**config.mk**
```make
export PLATFORM = sky130hd
export DESIGN_NAME = uart_tx_arbiter
export DESIGN_NICKNAME = d
export VERILOG_FILES = /design/src/rtl/uart_tx_arbiter.sv
export SDC_FILE = /design/constraint.sdc
export NUM_CORES = 1
export LEC_CHECK = 0
export CORE_UTILIZATION = 36
export DETAILED_ROUTE_END_ITERATION = 16
export PLACE_DENSITY_LB_ADDON = 0.12
export SETUP_SLACK_MARGIN = 0.5
export SLEW_MARGIN = 5
export SYNTH_ARGS = -nofsm -noshare
export SYNTH_HDL_FRONTEND = slang
export SYNTH_SLANG_ARGS = --single-unit
```
**constraint.sdc**
```tcl
create_clock -name clk -period 4.6 [get_ports clk]
set_clock_uncertainty 0.1 [all_clocks]
set_input_delay 0.92 -clock clk [delete_from_list [all_inputs] [get_ports clk]]
set_output_delay 0.92 -clock clk [all_outputs]
set_load 0.02 [all_outputs]
```
**src/rtl/uart_tx_arbiter.sv**
```systemverilog
// uart_tx_arbiter: shares one uart_tx among N_REQ byte-stream requesters.
// Round-robin grant with packet locking (held until 'last') and an optional
// burst cap. tx_en, ack and tx_data are all registered, so they appear
// together in the cycle after the SEND decision. That cycle is the first
// HOLD cycle, and data_in is already valid while en is high.
module uart_tx_arbiter #(
  parameter int N_REQ       = 4,
  parameter int MAX_BURST   = 16,
  parameter int RDY_TIMEOUT = 1023
) (
  input  logic               clk,
  input  logic               rst,
  input  logic [N_REQ-1:0]   req,
  input  logic [N_REQ-1:0]   last,
  input  logic [8*N_REQ-1:0] data,
  output logic [N_REQ-1:0]   ack,
  output logic [N_REQ-1:0]   grant,
  output logic               busy,
  output logic               tx_en,
  output logic [7:0]         tx_data,
  input  logic               tx_rdy,
  output logic               timeout_err
);

  localparam int PW = (N_REQ > 1) ? $clog2(N_REQ) : 1;
  localparam int BW = (MAX_BURST > 0) ? $clog2(MAX_BURST + 1) : 1;
  localparam int TW = (RDY_TIMEOUT > 0) ? $clog2(RDY_TIMEOUT + 1) : 1;
  localparam logic [BW-1:0] BURST_LIMIT = BW'(MAX_BURST);
  localparam logic [TW-1:0] TMO_LAST    = TW'(RDY_TIMEOUT - 1);
  localparam logic [PW-1:0] LAST_IDX    = PW'(N_REQ - 1);

  typedef enum logic [1:0] {IDLE, SEND, HOLD} state_t;

  state_t                      state, state_nxt;
  logic [N_REQ-1:0][7:0]       data_v;
  logic [PW-1:0]               ptr, owner, pick_idx, cand, owner_inc;
  logic                        pick_found;
  logic [BW-1:0]               burst_cnt;
  logic [TW-1:0]               tmo_cnt;
  logic                        last_flag;
  logic                        burst_done;
  logic                        do_grant, do_send, do_release, do_tmo;

  assign data_v     = data;
  assign busy       = (state != IDLE);
  assign owner_inc  = (owner == LAST_IDX) ? '0 : owner + 1'b1;
  assign burst_done = (MAX_BURST != 0) && (burst_cnt == BURST_LIMIT);

  // Round-robin pick: first asserted req at or after ptr, wrapping.
  always_comb begin
    pick_found = 1'b0;
    pick_idx   = '0;
    cand       = '0;
    for (int i = 0; i < N_REQ; i++) begin
      cand = PW'((int'(ptr) + i) % N_REQ);
      if (!pick_found && req[cand]) begin
        pick_found = 1'b1;
        pick_idx   = cand;
      end
    end
  end

  // State register.
  always_ff @(posedge clk) begin
    if (rst) state <= IDLE;
    else     state <= state_nxt;
  end

  // Next state and one-cycle control strobes for the datapath.
  always_comb begin
    state_nxt  = state;
    do_grant   = 1'b0;
    do_send    = 1'b0;
    do_release = 1'b0;
    do_tmo     = 1'b0;
    case (state)
      IDLE: begin
        if (pick_found) begin
          do_grant  = 1'b1;
          state_nxt = SEND;
        end
      end
      SEND: begin
        if (!req[owner]) begin
          do_release = 1'b1;
          state_nxt  = IDLE;
        end else if (tx_rdy) begin
          do_send   = 1'b1;
          state_nxt = HOLD;
        end
      end
      HOLD: begin
        // rdy may still read high in the en cycle; only a fall proves acceptance
        if (!tx_rdy) begin
          if (last_flag || burst_done) begin
            do_release = 1'b1;
            state_nxt  = IDLE;
          end else begin
            state_nxt = SEND;
          end
        end else if (tmo_cnt == TMO_LAST) begin
          do_tmo     = 1'b1;
          do_release = 1'b1;
          state_nxt  = IDLE;
        end
      end
      default: state_nxt = IDLE;
    endcase
  end

  // Ownership: grant vector, owner index and round-robin pointer.
  always_ff @(posedge clk) begin
    if (rst) begin
      grant <= '0;
      owner <= '0;
      ptr   <= '0;
    end else if (do_grant) begin
      grant <= N_REQ'(1) << pick_idx;
      owner <= pick_idx;
    end else if (do_release) begin
      grant <= '0;
      ptr   <= owner_inc;
    end
  end

  // Byte launch: en, ack and data together, plus the packet bookkeeping.
  always_ff @(posedge clk) begin
    if (rst) begin
      tx_en     <= 1'b0;
      ack       <= '0;
      tx_data   <= 8'h00;
      last_flag <= 1'b0;
      burst_cnt <= '0;
    end else begin
      tx_en <= do_send;
      ack   <= do_send ? grant : '0;
      if (do_send) begin
        tx_data   <= data_v[owner];
        last_flag <= last[owner];
      end
      if (do_grant)     burst_cnt <= '0;
      else if (do_send) burst_cnt <= burst_cnt + 1'b1;
    end
  end

  // Watchdog on rdy staying high in HOLD; error flag is sticky until rst.
  always_ff @(posedge clk) begin
    if (rst) begin
      tmo_cnt     <= '0;
      timeout_err <= 1'b0;
    end else begin
      if (do_send)
        tmo_cnt <= '0;
      else if (state == HOLD && tx_rdy && !do_tmo)
        tmo_cnt <= tmo_cnt + 1'b1;
      if (do_tmo) timeout_err <= 1'b1;
    end
  end

endmodule

```
==> flow_summary.yaml, run 1 <==
clock_network:
  clk_latency_ns: 0.29
  post_cts_resized: 0
  post_cts_buffers: 0
  clk_pin_slew_ns: 0.09
  cts_buffers: 5
  root_buffer: "clkbuf_8"
  clockBufferDepth: 2
  htreeDepth: 2
  clock_sinks: 40
  cts_tree: "built"
  cts_hold_buf: 0
floorplan:
  num_rows: 28
  chipHeight_um: 80.3
  die_x_um: 80.3
  floorplan.die_area_um2: 6440
  start_util_pct: 37.2
  io_pins: 62
  coreArea_um2: 5920
sta:
  hold_viol_final: 0
  fmax_mhz: 354
  fin_crit_sh_pct: 61.4
  relSlewSlack_pct: 42.8
  setup_viol_count_final: 0
  rsz0062_at_grt: "false"
  period_needed_ns: 2.82
  timing.hold.ws_ns: 0.357
  totalNegativeSetupSlack_ns: 0
  slew_violations: 0
  worstMarginPinSlew_ns: 0.858
routing:
  via_per_inst: 5.28
  drtIter0Drc: 98
  vias: 1975
  drc_errors: 0
  finalWirelength_um: 5080
  wl_per_cell_um: 13.6
  ant_nets: 0
  first_pass_iters: 5
finish:
  num-fill-cells: 567
  layout-drive-gt1-share_pct: 10.7
  regArea_um2: 801
  multi_input_area_um2: 1280
  num_antenna_cells: 0
  layout_common_cells: "clkdlybuf4s50_1, dfxtp_1, nand2_1"
  layout_commonest_cell: "clkdlybuf4s50_1"
  nets: 350
  syn2layout_area_growth_pct: 34.9
logic_synthesis:
  synthCells: 241
  ys_types: 52
  synthTopCellsByArea: "dfxtp_1, mux4_2, ha_1, nand2_1, a21oi_1"
  synth_compound_area_share_pct: 16.2
  netlist_area_um2: 2200
  synth_top_family_by_area: "simple AND/OR/NAND/NOR gates"
  ys_seq_area_share_pct: 36.3
  yosysWarnings: 0
  synth-edff-count: 0
  synth_flop_cell: "dfxtp_1"
  synth_top_cell_area_share_pct: 36.3
  synth-xor-area-share_pct: 1.59
  yosysTopAreaCell: "dfxtp_1"
  synth-seq-cells: 40
  synth_fa_ha_area_share_pct: 5.11
  synthMuxAreaShare_pct: 13.2
  postSynthAreaPerCell_um2: 9.15
  synthesis.nets: 293
  async_flop_share_pct: 0
  yosys.area_share.simple_pct: 21.9
critical_path:
  cp_max_fo: 18
  reg2reg_from: "owner[0]"
  criticalPathCategory: "in -> reg"
  critical_path_arrival_ns: 2.94
  required_ns: 4.71
  cp-end-kind: "register"
  crit_start: "req[3]"
  ff2ff_path_depth: 4
  cp-start-kind: "input pin"
global_routing:
  grt_max_degree: 19
  grt_pass1_wl_um: 8610
  track_usage_pct: 17.0
  grt_pass1_vias: 1840
  antenna_found_initial: 0
  gr-total-overflow: 0
min_path:
  hp-class: "reg -> reg"
  min-delay-start: "tx_data[4]"
  hold_path_depth: 2
power_and_ir_drop:
  p_per_area_nw_per_um2: 281
  leakagePower_nw: 1.03
  total_power_w: 0.000836
  ir_worst_vdd_mv: 0.187
place:
  numPortBuffers: 61
  post-dp-hpwl_um: 3960
  gp_congestion: 0.821
job:
  maxCapViolCount: 0
status:
  status: "finished, final reports clean"
-- worst paths after layout --
kind / end / slack, ns
worst max-delay path: tmo_cnt[1] / 1.78
worst min-delay path: tx_data[4] / 0.36
worst max register to register: tmo_cnt[1] / 2.02
worst min register to register: tx_data[4] / 0.36
-- state kept, by name, indices dropped and copies added, names as in the netlist --
signal,flops
ack,4
burst_cnt,5
grant,4
last_flag,1
owner,2
ptr,2
state,2
timeout_err,1
tmo_cnt,10
tx_data,8
tx_en,1
-- synth_stat cells, drive strengths merged (3+ instances only) --
master and number:
nor3 7, nor2 13, o31ai 4, o21ai 4, buf 8, nand3 4, a31oi 3, and3 4
clkbuf 4, mux4 10, nor2b 7, dfxtp 40, mux2i 4, ha 9, nand4 7, xnor2 4
nand2b 7, or3 4, nand2 28, o32ai 4, inv 18, a21oi 20
-- cell type report --
| type | instances | share of cell area (%) |
|---|---|---|
| multi-input cells | 171 | 43.0 |
| flip-flops and latches | 40 | 26.9 |
| repair buffers | 62 | 20.8 |
| well taps | 75 | 3.16 |
| clock buffers | 5 | 2.31 |
| inverters | 18 | 2.27 |
| clock inverters | 3 | 1.56 |
-- metal layers --
layer,wire length (um),global-route usage (%),vias up
met3,206,3.75,0
met4,0,2.14,0
met5,0,0,-
met2,2480,28.8,47
met1,2390,22.7,937
li1,-,-,991
-- logic make-up (layout without fill, tap and decap cells) --
kind of cell / Yosys count / count (layout)
flip-flops: 40 / 40
buffers and inverters: 30 / 88
adder cells (fa/ha/maj): 9 / 9
XOR/XNOR: 4 / 4
multiplexers: 16 / 16
AO/OA/AOI/OAI: 51 / 51
AND/OR/NAND/NOR: 91 / 91
-- power by group --
group	internal [W]	switching (W)
clock	0.000164	0.000133
sequential	0.000358	0.0000157
combinational	0.0000920	0.0000745
-- metrics by stage --
stage / cells / utilization (%) / setup slack, ns / area (um^2)
floorplan: 241 / - / 2.15 / 2200
global placement: 366 / 48.3 / 1.49 / 2860
detailed placement: 366 / 48.3 / 1.45 / 2860
CTS: 374 / 50.2 / 1.75 / 2970
global route: 374 / 50.2 / 1.62 / 2970
finish: 374 / 50.2 / 1.78 / 2970
-- worst max-delay path, cell delays in order --
cell and delay, ns:
clkdlybuf4s50_1 0.57, mux4_2 0.57, nand3_2 0.29, nand2b_1 0.31
a211oi_1 0.28
Power figures use the tool's default switching activity.
==> inputs of run 2 (changes only) <==
Clock period 4.6 ns to 2.6 ns, I/O delays scaled along.
==> flow_summary.yaml, run 2 (same netlist as run 1, synthesis figures left out) <==
sta:
  fin_crit_sh_pct: 79.4
  period_needed_ns: 2.06
  setup_viol_count_final: 0
  slew_violations: 0
  worstMarginPinSlew_ns: 0.653
  totalNegativeSetupSlack_ns: 0
  rsz0062_at_grt: "true"
  hold_viol_final: 0
  relSlewSlack_pct: 56.3
  fmax_mhz: 485
power_and_ir_drop:
  total_power_w: 0.00160
  p_per_area_nw_per_um2: 498
  ir_worst_vdd_mv: 0.293
  leakagePower_nw: 1.16
floorplan:
  die_x_um: 80.3
  start_util_pct: 37.2
  chipHeight_um: 80.3
  floorplan.die_area_um2: 6440
  coreArea_um2: 5920
  num_rows: 28
  io_pins: 62
clock_network:
  clk_pin_slew_ns: 0.08
  cts_tree: "built"
  clockBufferDepth: 2
  clk_latency_ns: 0.29
  root_buffer: "clkbuf_8"
  clock_sinks: 40
  cts_buffers: 5
  cts_hold_buf: 0
  htreeDepth: 2
status:
  status: "finished, final reports clean"
global_routing:
  grt_pass1_wl_um: 8760
  antenna_found_initial: 0
  track_usage_pct: 17.5
  gr-total-overflow: 0
  grt_max_degree: 21
  grt_pass1_vias: 1919
routing:
  finalWirelength_um: 5260
  drtIter0Drc: 62
  wl_met1_um: 2450
  vias: 2032
  via_per_inst: 5.20
  wl_per_cell_um: 13.5
  route.met2.wl_um: 2540
  first_pass_iters: 4
  ant_nets: 0
  wl_met3_um: 246
  drc_errors: 0
  top_layer_used: "met4"
critical_path:
  worst_path_largest_cell_delay_ns: 0.44
  cp-end-kind: "register"
  worst_path_max_delay_cell: "or3_4"
  criticalPathCategory: "reg -> reg"
  cp_max_fo: 4
  cp-start-kind: "register"
  crit_buf_inv: 1
  critical_path_arrival_ns: 2.15
  crit_chain: "inv_4 -> ha_4 -> nand4_1 -> or3_4 -> a311o_2 -> mux2_4"
  required_ns: 2.68
  crit_family: "simple AND/OR/NAND/NOR gates"
finish:
  layout-drive-gt1-share_pct: 19.6
  layout_commonest_cell: "clkdlybuf4s50_1"
  top_register: "tmo_cnt"
  largest_reg_flops: 10
  num_antenna_cells: 0
  nets: 368
  final_area_um2: 3210
  layout_common_cells: "clkdlybuf4s50_1, dfxtp_1, nand2_1"
  reg_top3: "tmo_cnt (10), tx_data (8), burst_cnt (5)"
  syn2layout_area_growth_pct: 45.4
place:
  post-dp-hpwl_um: 4120
  numPortBuffers: 61
  post_dp_cell_area_um2: 2950
  gp_congestion: 0.838
job:
  maxCapViolCount: 0
min_path:
  hp-class: "reg -> reg"
==> run 2: changes by cell type in the layout (fill, tap and decap cells not counted), sizes merged <==
cell | before | now
clkdlybuf4s15 | 0 | 1
dlygate4sd2 | 0 | 1
bufinv | 1 | 2
dlymetal6s2s | 0 | 3
buf | 1 | 19
inv | 19 | 18
clkdlybuf4s50 | 61 | 56
clkinvlp | 1 | 0
==> run 2: worst paths after layout <==
kind	start	end	slack, ns	cells after the start
worst max register to register	state[0]	ptr[0]	0.54	6
worst min-delay path	tx_data[4]	tx_data[4]	0.36	2
worst max-delay path	state[0]	ptr[0]	0.54	6
worst min register to register	tx_data[4]	tx_data[4]	0.36	2
==> run 2: stage by stage <==
| stage | utilization [%] | std cells | setup slack (ns) | hold slack (ns) |
|---|---|---|---|---|
| after floorplan | - | 241 | 0.555 | 0.350 |
| after global placement | 49.8 | 378 | 0.152 | 0.341 |
| after detailed placement | 49.8 | 378 | 0.115 | 0.350 |
| after CTS | 52.7 | 388 | 0.502 | 0.360 |
| after global routing | 54.1 | 391 | 0.473 | 0.375 |
| final | 54.1 | 391 | 0.536 | 0.358 |
==> run 2: metal layers <==
metal / vias to the layer above / global-route usage (%)
li1: 1017 / -
met1: 958 / 22.6
met2: 54 / 29.3
met3: 3 / 4.66
met4: 0 / 3.57
met5: - / 0
==> run 2: final cells by class <==
type	count	area [um^2]
Clock buffer	5	68.8
Clock inverter	2	60.1
Fill cell	546	2720
Inverter	18	70.1
Multi-Input combinational cell	171	1340
Sequential cell	40	811
Tap cell	75	93.8
Timing Repair Buffer	80	767
==> run 2: power by group <==
group	internal (W)	leakage, nW	switching [W]
clock network	0.000378	0.0642	0.000221
logic	0.000188	0.772	0.000155
registers	0.000634	0.326	0.0000199
==> run 2: repair_timing <==
item,in CTS,in global routing
pin swaps,1,4
setup buffers,3,3
resized for setup,8,21
setup endpoints to repair,11,20
==> run 2: worst min-delay path: stages (launching register included) <==
cell     delay (ns)
dfxtp_1        0.31
nand2_1        0.05
a21oi_1        0.05
